<file path="src/rtl/pll_rst_seq.sv">
// PLL reset sequencer and lock supervisor.
// Runs on the reference clock, holds the PLL in reset, waits for a stable
// lock and only then releases the system reset.

module pll_rst_seq #(
    parameter int RST_HOLD_CYCLES     = 16,
    parameter int LOCK_STABLE_CYCLES  = 1024,
    parameter int LOCK_TIMEOUT_CYCLES = 65536
) (
    input  logic       clk,
    input  logic       rst_n,
    input  logic       pll_lock,
    input  logic       soft_rst_req,
    output logic       pll_rst,
    output logic       sys_rst_n,
    output logic       pll_ready,
    output logic       lock_lost,
    output logic [7:0] retry_cnt
);

    // One counter serves every state, so it is sized for the longest window.
    localparam int MAX_AB = (RST_HOLD_CYCLES > LOCK_STABLE_CYCLES) ?
                            RST_HOLD_CYCLES : LOCK_STABLE_CYCLES;
    localparam int MAX_P  = (MAX_AB > LOCK_TIMEOUT_CYCLES) ?
                            MAX_AB : LOCK_TIMEOUT_CYCLES;
    localparam int CW     = (MAX_P > 1) ? $clog2(MAX_P) : 1;

    localparam logic [CW-1:0] HOLD_LAST = CW'(RST_HOLD_CYCLES - 1);
    localparam logic [CW-1:0] STAB_LAST = CW'(LOCK_STABLE_CYCLES - 1);
    localparam logic [CW-1:0] TMO_LAST  = CW'(LOCK_TIMEOUT_CYCLES - 1);

    typedef enum logic [1:0] {
        RESET_PLL = 2'd0,
        WAIT_LOCK = 2'd1,
        STABLE    = 2'd2,
        RUN       = 2'd3
    } state_t;

    state_t        state;
    state_t        state_n;
    logic [CW-1:0] cnt;
    logic [CW-1:0] cnt_n;
    logic          lock_m;
    logic          lock_s;
    logic          timeout;
    logic          drop;

    logic          pll_rst_d;
    logic          sys_rst_n_d;
    logic          pll_ready_d;
    logic          lock_lost_d;
    logic [7:0]    retry_d;

    // Two-flop synchronizer for the asynchronous PLL lock.
    always_ff @(posedge clk or negedge rst_n) begin
        if (!rst_n) begin
            lock_m <= 1'b0;
            lock_s <= 1'b0;
        end else begin
            lock_m <= pll_lock;
            lock_s <= lock_m;
        end
    end

    // State and shared counter registers.
    always_ff @(posedge clk or negedge rst_n) begin
        if (!rst_n) begin
            state <= RESET_PLL;
            cnt   <= '0;
        end else begin
            state <= state_n;
            cnt   <= cnt_n;
        end
    end

    // Next-state logic; a software request overrides every other exit,
    // but cannot shorten or restart an ongoing PLL reset hold.
    always_comb begin
        state_n = state;
        cnt_n   = cnt;
        timeout = 1'b0;
        drop    = 1'b0;
        unique case (state)
            RESET_PLL: begin
                if (cnt == HOLD_LAST) begin
                    state_n = WAIT_LOCK;
                end else begin
                    cnt_n = cnt + 1'b1;
                end
            end
            WAIT_LOCK: begin
                if (soft_rst_req) begin
                    state_n = RESET_PLL;
                end else if (lock_s) begin
                    state_n = STABLE;
                end else if (cnt == TMO_LAST) begin
                    state_n = RESET_PLL;
                    timeout = 1'b1;
                end else begin
                    cnt_n = cnt + 1'b1;
                end
            end
            STABLE: begin
                if (soft_rst_req) begin
                    state_n = RESET_PLL;
                end else if (!lock_s) begin
                    state_n = WAIT_LOCK;
                end else if (cnt == STAB_LAST) begin
                    state_n = RUN;
                end else begin
                    cnt_n = cnt + 1'b1;
                end
            end
            RUN: begin
                if (soft_rst_req) begin
                    state_n = RESET_PLL;
                end else if (!lock_s) begin
                    state_n = RESET_PLL;
                    drop    = 1'b1;
                end
            end
            default: begin
                state_n = RESET_PLL;
            end
        endcase
        if (state_n != state) begin
            cnt_n = '0;
        end
    end

    // Output values derived from the upcoming state so they change on the
    // same edge as the state itself.
    always_comb begin
        pll_rst_d   = (state_n == RESET_PLL);
        sys_rst_n_d = (state_n == RUN);
        pll_ready_d = (state_n == RUN);
        lock_lost_d = drop;
        retry_d     = retry_cnt;
        if (timeout && (retry_cnt != 8'hFF)) begin
            retry_d = retry_cnt + 8'd1;
        end
    end

    // Output registers; nothing reaches a port combinationally.
    always_ff @(posedge clk or negedge rst_n) begin
        if (!rst_n) begin
            pll_rst   <= 1'b1;
            sys_rst_n <= 1'b0;
            pll_ready <= 1'b0;
            lock_lost <= 1'b0;
            retry_cnt <= 8'd0;
        end else begin
            pll_rst   <= pll_rst_d;
            sys_rst_n <= sys_rst_n_d;
            pll_ready <= pll_ready_d;
            lock_lost <= lock_lost_d;
            retry_cnt <= retry_d;
        end
    end

endmodule
</file>
<file path="config.mk">
export PLATFORM = sky130hd
export DESIGN_NAME = pll_rst_seq
export DESIGN_NICKNAME = d
export VERILOG_FILES = /design/src/rtl/pll_rst_seq.sv
export SDC_FILE = /design/constraint.sdc
export NUM_CORES = 1
export LEC_CHECK = 0
export BUFFER_PORTS_ARGS = -buffer_cell sky130_fd_sc_hd__buf_4
export CAP_MARGIN = 0
export CORE_ASPECT_RATIO = 0.7
export CORE_MARGIN = 1.5
export CORE_UTILIZATION = 45
export DETAILED_ROUTE_END_ITERATION = 16
export PLACE_DENSITY = 0.74
export RECOVER_POWER = 100
export REMOVE_ABC_BUFFERS = 1
export SLEW_MARGIN = 20
export SYNTH_ARGS = -nofsm -noshare
export SYNTH_HDL_FRONTEND = slang
export SYNTH_SLANG_ARGS = --single-unit
</file>
<file path="constraint.sdc">
create_clock -name clk -period 2.22 [get_ports clk]
set_input_delay 0.111 -clock clk [delete_from_list [all_inputs] [get_ports clk]]
set_output_delay 0.111 -clock clk [all_outputs]
set_load 0.1 [all_outputs]
</file>
---- After elaboration in Yosys (flattened, before gate mapping) ----
Index checks and enable logic that the tools add are counted.
Widths: inputs -> output; s select.
operators by class
  reductions and logical operators ........ 5
  eq/ne operators ......................... 16
  add/subtract/negate cells ............... 2
  multiplexer cells ....................... 26
operators with widths
  cell                   number
  $mux 16                8
  $pmux 16 s3            1
  $ne 3x3->1 const B     7
  $mux 2                 9
  $add 16x1->16 const B  1
  $eq 16x10->1 const B   1
  $eq 16x16->1 const B   1
  $eq 16x4->1 const B    1
  $add 8x1->8 const B    1
  $ne 8x8->1 const B     1
  $pmux 2 s4             1
  $reduce_and 8->1       1
  $mux 1                 7
  $eq 2x2->1 const B     3
  $logic_not 2->1        2
  $reduce_bool 4->1      1
  $eq 2x1->1 const B     1
  $ne 2x2->1             1
  $logic_and 1x1->1      1
storage, ports and cells
  bits in registers ....................... 31
  output and inout port bits .............. 12
  input bits .............................. 4

---- Longest topological paths before layout ----
Gate-level depths: netlist of run 1.
  word-level depth ........................ 8
  gate-level depth with buffers ........... 10
  depth with buffers taken out ............ 8

---- Worst setup path after synthesis of run 1 ----
Ideal clock, no wire load.
  kind .................................... flip-flop to flip-flop
  from .................................... register cnt[11]
  to ...................................... register cnt[10]
  setup time .............................. 71 ps
  path slack .............................. -91 ps
  data arrival time ....................... 2,240 ps
  stages on the path, launching flop included .. 9
  period minus slack after synthesis ...... 2,311 ps
  data required time ...................... 2,149 ps
  cell sequence ........................... dfrtp_1 -> or4_4 -> nor4_4 -> a21bo_1 -> a31oi_1 -> or3_1 -> buf_6 -> buf_8 -> nor2_1
on the way
  longest elaborated chain between the ends .. 8
  elaborated cells between the ends (all ways) .. 22
RTL lines
  element                                                    RTL line  text
  start, declared                                            41        logic [CW-1:0] cnt;
  start signal, assigned                                     72        cnt <= cnt_n;
  $eq 16x10->1 or $eq 16x16->1 (tied branches)               108, 96
  $mux 2 (on tied branches)                                  108, 96
  $mux 2 (on tied branches)                                  106, 94
  $mux 2 (on tied branches)                                  104, 92
  $pmux 2 s4                                                 83        unique case (state)
  $ne 2x2->1                                                 126       if (state_n != state) begin
  $ne 3x3->1 (no line) or $reduce_bool 4->1 (tied branches)  --
  $reduce_and 8->1 (no line)                                 --
Parallel ways exist; a longest one is shown, timed or not.
A chain may end at the register's enable or synchronous reset.

---- Worst setup path after layout of run 1 ----
  from .................................... register cnt[11]
  to ...................................... register cnt[1]
Same word-level chain as after synthesis.

==> metrics.txt, run 1 <==
status=finished with violations; failing checks=capacitance limit, slew limit; CP max stage delay=0.59 ns; n_diodes=0; maximum clock path buffer count=2; overall power=between 2 and 2.5 mW; Slew Limit Fails=32; DRT iter0 DRCs=246; grt ovf=0; Cell Pwr Density=approximately 950 mW/mm2; DP Area=0.002101 mm2; commonest non-fill, non-tap cell in the layout=buf_4; CTS tree=built; worst vdd rail ir drop=roughly 0.00057 V; leading cell types in the layout, fill and taps excluded=buf_4 (35), dfrtp_1 (30), nor2_1 (23); Max Cap Viol=1; Max Fanout on Critical Path=14; #FFs+latches synth=31; Slew @ Worst Pin=~1.6 ns; RSZ-0062 raised after global routing=true; Area growth syn-to-layout=33.55%; largest net degree at the start of global routing=32; Max Freq=roughly 450 MHz; post-synth design cell area=approximately 0.0018 mm2; fillcell total=around 290; register area share after synthesis=between 40% and 50%; Die W=77.60 um; Global Route Usage Sum=20.89%; CP arrival=approximately 2.4 ns; die span in y=roughly 55 um; Syn Inst Count=around 180; Initial Util=slightly below 50%; number of synthesized flops with an enable pin=0; kind of critical path=register to register; Tcrit/Tclk final=around 99%; CTS Buf Count=5; Routed WL=4248 um; Post-Layout Inst Area=~0.0023 mm2; DRC=0; core area=between 0.003 and 0.004 mm2; clk sink count=31; IO buf count=15; post-route ant nets=0; Slew HR=-9.204%; CP Launch Type=register; Final min period=about 2.2 ns; vias in the first global route=about 1,400; Rows=18; worst min path class=input port to register; via count=roughly 1,600; Worst Clk Skew=0.008327 ns; Vias/cell=5.542; Mean Syn Cell Area=roughly 9.6 um2; top_reg_cell synth=dfrtp_1; yosys warns=0; # nets final=243; Root Buffer=clkbuf_8; layout cells sized above 1=between 20% and 30%; asr flop ratio synth=100.0%; drt first pass iters=4; clk slew on worst S/H paths=0.07 ns; DIE AREA=between 0.004 and 0.005 mm2; clk_lat worst skew=a little under 0.3 ns; Detail Placement HPWL=between 2000 and 3000 um; number of endpoints failing setup at the final stage=0; initial antenna violation count=0; gpl congestion=0.9160; first-pass GRT wire length=approximately 7000 um; CP Capture Type=register; WHS=~0.18 ns; Pleak=~1.1 nW; IO Count=16; Worst EP required=approximately 2.4 ns; critical path, cell by cell=or4_4 > nor4_4 > a21bo_1 > a31oi_1 > or3_4 > buf_8 > a21oi_1; H-tree lvl count=2; distinct cell type count after synthesis=42; WL/cell=roughly 15 um; CP max stage cell=or4_4; Final Hold Viols=0
-- cell usage after synthesis (all sizes together), types with 2 or more instances --
cell	n	area share, %
or4	3	1.5
inv	4	0.86
or3	3	1.1
a22oi	3	1.3
o21ai	2	0.57
xnor2	5	2.5
and3	5	1.8
and2	3	1.1
a31oi	3	1.1
dfrtp	30	43
buf	3	1.9
clkbuf	4	0.93
a21oi	5	1.4
nand4	11	4.3
nor2	23	4.9
ha	6	4.3
nand3	17	4.9
nor4	5	2.6
nor3b	2	1.1
xor2	16	8.0
nor3	3	0.86
nand2	13	2.8
-- layer usage --
metal,global-route usage (%),vias up,wire length (um)
li1,-,753,-
met5,0,-,0
met4,6.234,0,30
met3,5.620,6,362
met2,25.34,68,1747
met1,34.60,747,2107
-- state kept, by name, indices dropped and copies added, names as in the netlist --
signal,count
pll_rst,1
lock_m,1
retry_cnt,8
lock_lost,1
state,2
pll_ready,1
lock_s,1
cnt,16
-- layout make-up --
class	count	area, um2	area share (%)
clock buffers	6	82.58	3.528
clock inverters	2	35.03	1.497
inverters	4	15.01	0.6414
multi-input cells	139	1015	43.35
flip-flops and latches	31	777.0	33.19
well taps	50	62.56	2.672
repair buffers	52	354.1	15.13
-- power breakdown --
part	total (mW)	leakage (nW)	switching, mW	internal, mW
Combinational	0.960	0.594	0.544	0.416
Clock	0.574	0.0612	0.211	0.363
Sequential	0.697	0.418	0.0623	0.635
-- worst paths after layout --
path	startpoint	to	slack, ns	cells after the start
setup / recovery	cnt[11]	cnt[1]	0.02	7
setup reg to reg	cnt[11]	cnt[1]	0.02	7
max in group asynchronous	rst_n	retry_cnt[3]	0.49	2
hold / removal	soft_rst_req	state[1]	0.18	2
min in group asynchronous	rst_n	cnt[8]	0.77	2
hold reg to reg	lock_m	lock_s	0.36	0
-- logic make-up after synthesis --
kind of cell / after synthesis / share of synthesized area, %
adder cells (fa/ha/maj): 6 / 4.283
multiplexers: 1 / 0.6424
buffers and inverters: 12 / 4.282
AND/OR/NAND/NOR: 91 / 28.12
flip-flops: 31 / 44.33
AO/OA/AOI/OAI: 20 / 7.852
XOR/XNOR: 21 / 10.49
-- per-stage QoR --
stage | utilization, % | setup WS, ns | std cells | setup TNS, ns
2_1_floorplan | - | -0.1683 | 174 | -1.130
3_3_place_gp | 57.94 | -0.08537 | 270 | -0.2709
3_5_place_dp | 57.94 | -0.08411 | 270 | -0.9182
4_1_cts | 62.39 | 0.01791 | 280 | 0
5_1_grt | 64.56 | -0.06676 | 284 | -0.7283
6_report | 64.56 | 0.02191 | 284 | 0
-- worst max-delay path: cells and delay by family (launching register included) --
kind                   cells  cell delay (ns)
and+or+nand+nor            3             1.19
DFF                        1             0.38
AOI/OAI and AO/OA          3             0.38
buffers and inverters      1             0.16
-- what timing repair did --
action,CTS,global route
pin swaps,2,3
hold endpoints to repair,31,0
endpoints found under the setup margin,15,18
gates resized for setup,6,18
hold buffers,2,0
setup buffers,0,4
Power figures use the tool's default switching activity.
==> run 2: changes to the inputs <==
--- a/config.mk
+++ b/config.mk
@@ -11,7 +11,7 @@
 export CORE_MARGIN = 1.5
 export CORE_UTILIZATION = 45
 export DETAILED_ROUTE_END_ITERATION = 16
-export PLACE_DENSITY = 0.74
+export PLACE_DENSITY = 0.71
 export RECOVER_POWER = 100
 export REMOVE_ABC_BUFFERS = 1
 export SLEW_MARGIN = 20
==> constraint.sdc (replaced) <==
create_clock -name clk -period 2.2 [get_ports clk]
set_input_delay 0.11 -clock clk [delete_from_list [all_inputs] [get_ports clk]]
set_output_delay 0.11 -clock clk [all_outputs]
set_load 0.1 [all_outputs]
==> run 2 against run 1 <==
Net effect: the run still ends with capacitance limit, slew limit left; fmax grew 0.37%; clock skew shrank 0.0025 ns; core utilization shrank 2.2 points; power shrank 7.7%; clock power shrank 26%; first-iteration DRC count shrank 0.41%; count of clock-buffer cells in the layout grew 1; sequential share of layout area grew 1.2 points; global-route usage grew 1.9 points; largest cell class unchanged.
==> metrics.txt, run 2 (synthesis gave the netlist of run 1 again) <==
status=finished with violations; failing checks=capacitance limit, slew limit; clk sink count=31; clk slew on worst S/H paths=about 0.060 ns; CP max stage cell=dfrtp_1; Pleak=about 1.1 nW; Slew HR=-7.657%; Final Hold Viols=0; critical path, cell by cell=ha_1 > or2_2 > a31oi_2 > a21bo_1 > a22oi_1 > o32ai_2 > and2_1; core area=~0.0036 mm2; top flop regs=cnt x16, retry_cnt x8, state x2; leading cell types in the layout, fill and taps excluded=buf_4 (35), dfrtp_1 (30), nor2_1 (20); DIE AREA=0.004285 mm2; Worst Clk Skew=0.005816 ns; worst min path class=input port to register; Area growth syn-to-layout=29.05%; Global Route Usage Sum=22.74%; Initial Util=around half; Rows=18; gpl congestion=about 0.84; WL/cell=roughly 15 um; Max Cap Viol=1; Die W=~78 um; DRT iter0 DRCs=245; final core occ=between 60% and 70%; initial antenna violation count=0; Cell Pwr Density=slightly above 900 mW/mm2; max FFs per register=16; clk_lat worst skew=0.29 ns; die span in y=~55 um; first-pass GRT wire length=around 7500 um; Routed WL=between 4000 and 5000 um; Tcrit/Tclk final=between 90 and 100%; Root Buffer=clkbuf_8; RSZ-0062 raised after global routing=true; H-tree lvl count=2; WHS=between 0.15 and 0.2 ns; # nets final=about 240; placed insts=274; commonest non-fill, non-tap cell in the layout=buf_4; CP Launch Type=register; Slew Limit Fails=32; kind of critical path=register to register; Vias/cell=around 5.6; Final min period=roughly 2.2 ns; n_diodes=0; number of endpoints failing setup at the final stage=0; largest net degree at the start of global routing=32; CP Capture Type=register; CP max stage delay=between 0.4 and 0.5 ns; grt ovf=0; via count=between 1,500 and 2,000; post-route ant nets=0; final std cells w/o fill=around 290; IO buf count=15; vias in the first global route=1,648; CP arrival=between 2 and 2.5 ns; worst vdd rail ir drop=around 0.00046 V; Max Freq=roughly 460 MHz; Worst EP required=around 2.4 ns; Reg with most FFs=cnt; drt first pass iters=4; layout cells sized above 1=between 20 and 30%; DRC=0; overall power=around 2.1 mW; IO Count=16; maximum clock path buffer count=2; Detail Placement HPWL=3261 um; Max Fanout on Critical Path=5; Slew @ Worst Pin=about 1.6 ns; FF-to-FF setup slack=slightly below 0.01 ns; CTS tree=built; CTS Buf Count=5
[run 2: final timing paths]
check / startpoint / end / depth (start not counted)
setup / recovery: state[1] / pll_ready / 7
hold / removal: soft_rst_req / state[1] / 2
setup reg to reg: state[1] / pll_ready / 7
hold reg to reg: lock_m / lock_s / 0
max in group asynchronous: rst_n / lock_lost / 2
min in group asynchronous: rst_n / cnt[12] / 2
[run 2: worst max-delay path, delay by kind of cell, from the launching register on]
family / cells / cell delay (ns)
adder cells (fa/ha/maj): 1 / 0.24
AO/OA/AOI/OAI: 4 / 0.95
flip-flops: 1 / 0.44
AND/OR/NAND/NOR: 2 / 0.45
[run 2: cell type report]
| type | count | area [um2] |
|---|---|---|
| Fill cell | 306 | 1364 |
| Multi-Input combinational cell | 139 | 959.7 |
| Sequential cell | 31 | 777.0 |
| Timing Repair Buffer | 53 | 366.6 |
| Clock buffer | 7 | 76.32 |
| Tap cell | 50 | 62.56 |
| Inverter | 4 | 15.01 |
| Clock inverter | 1 | 5.005 |
[run 2: through the flow]
step,setup WS [ns],area (um2),TNS (ns)
floorplan,-0.1883,1693,-1.479
global placement,-0.02202,2143,-0.09297
detailed placement,-0.09729,2143,-1.037
CTS,0.02045,2265,0
global route,-0.08484,2262,-1.243
finish,0.009926,2262,0
[run 2: power breakdown]
group,internal [mW],switching (mW),leakage (nW),total (mW)
Clock,0.221,0.204,0.0422,0.425
Sequential,0.641,0.0706,0.418,0.712
Combinational,0.402,0.522,0.591,0.924
[run 2: repair_timing]
item / 4_1_cts / 5_1_grt
gates resized for setup: 4 / 9
endpoints found under the setup margin: 17 / 18
pin swaps: 2 / 0
hold endpoints to repair: 31 / 0
buffers inserted: 0 / 1
hold buffers: 2 / 0
[run 2: layer usage]
metal	GRT usage, %	vias to the layer above	wire length, um
li1	-	753	-
met1	29.22	765	1953
met2	35.16	63	2075
met3	5.950	16	246
met4	11.95	0	136
met5	0	-	0
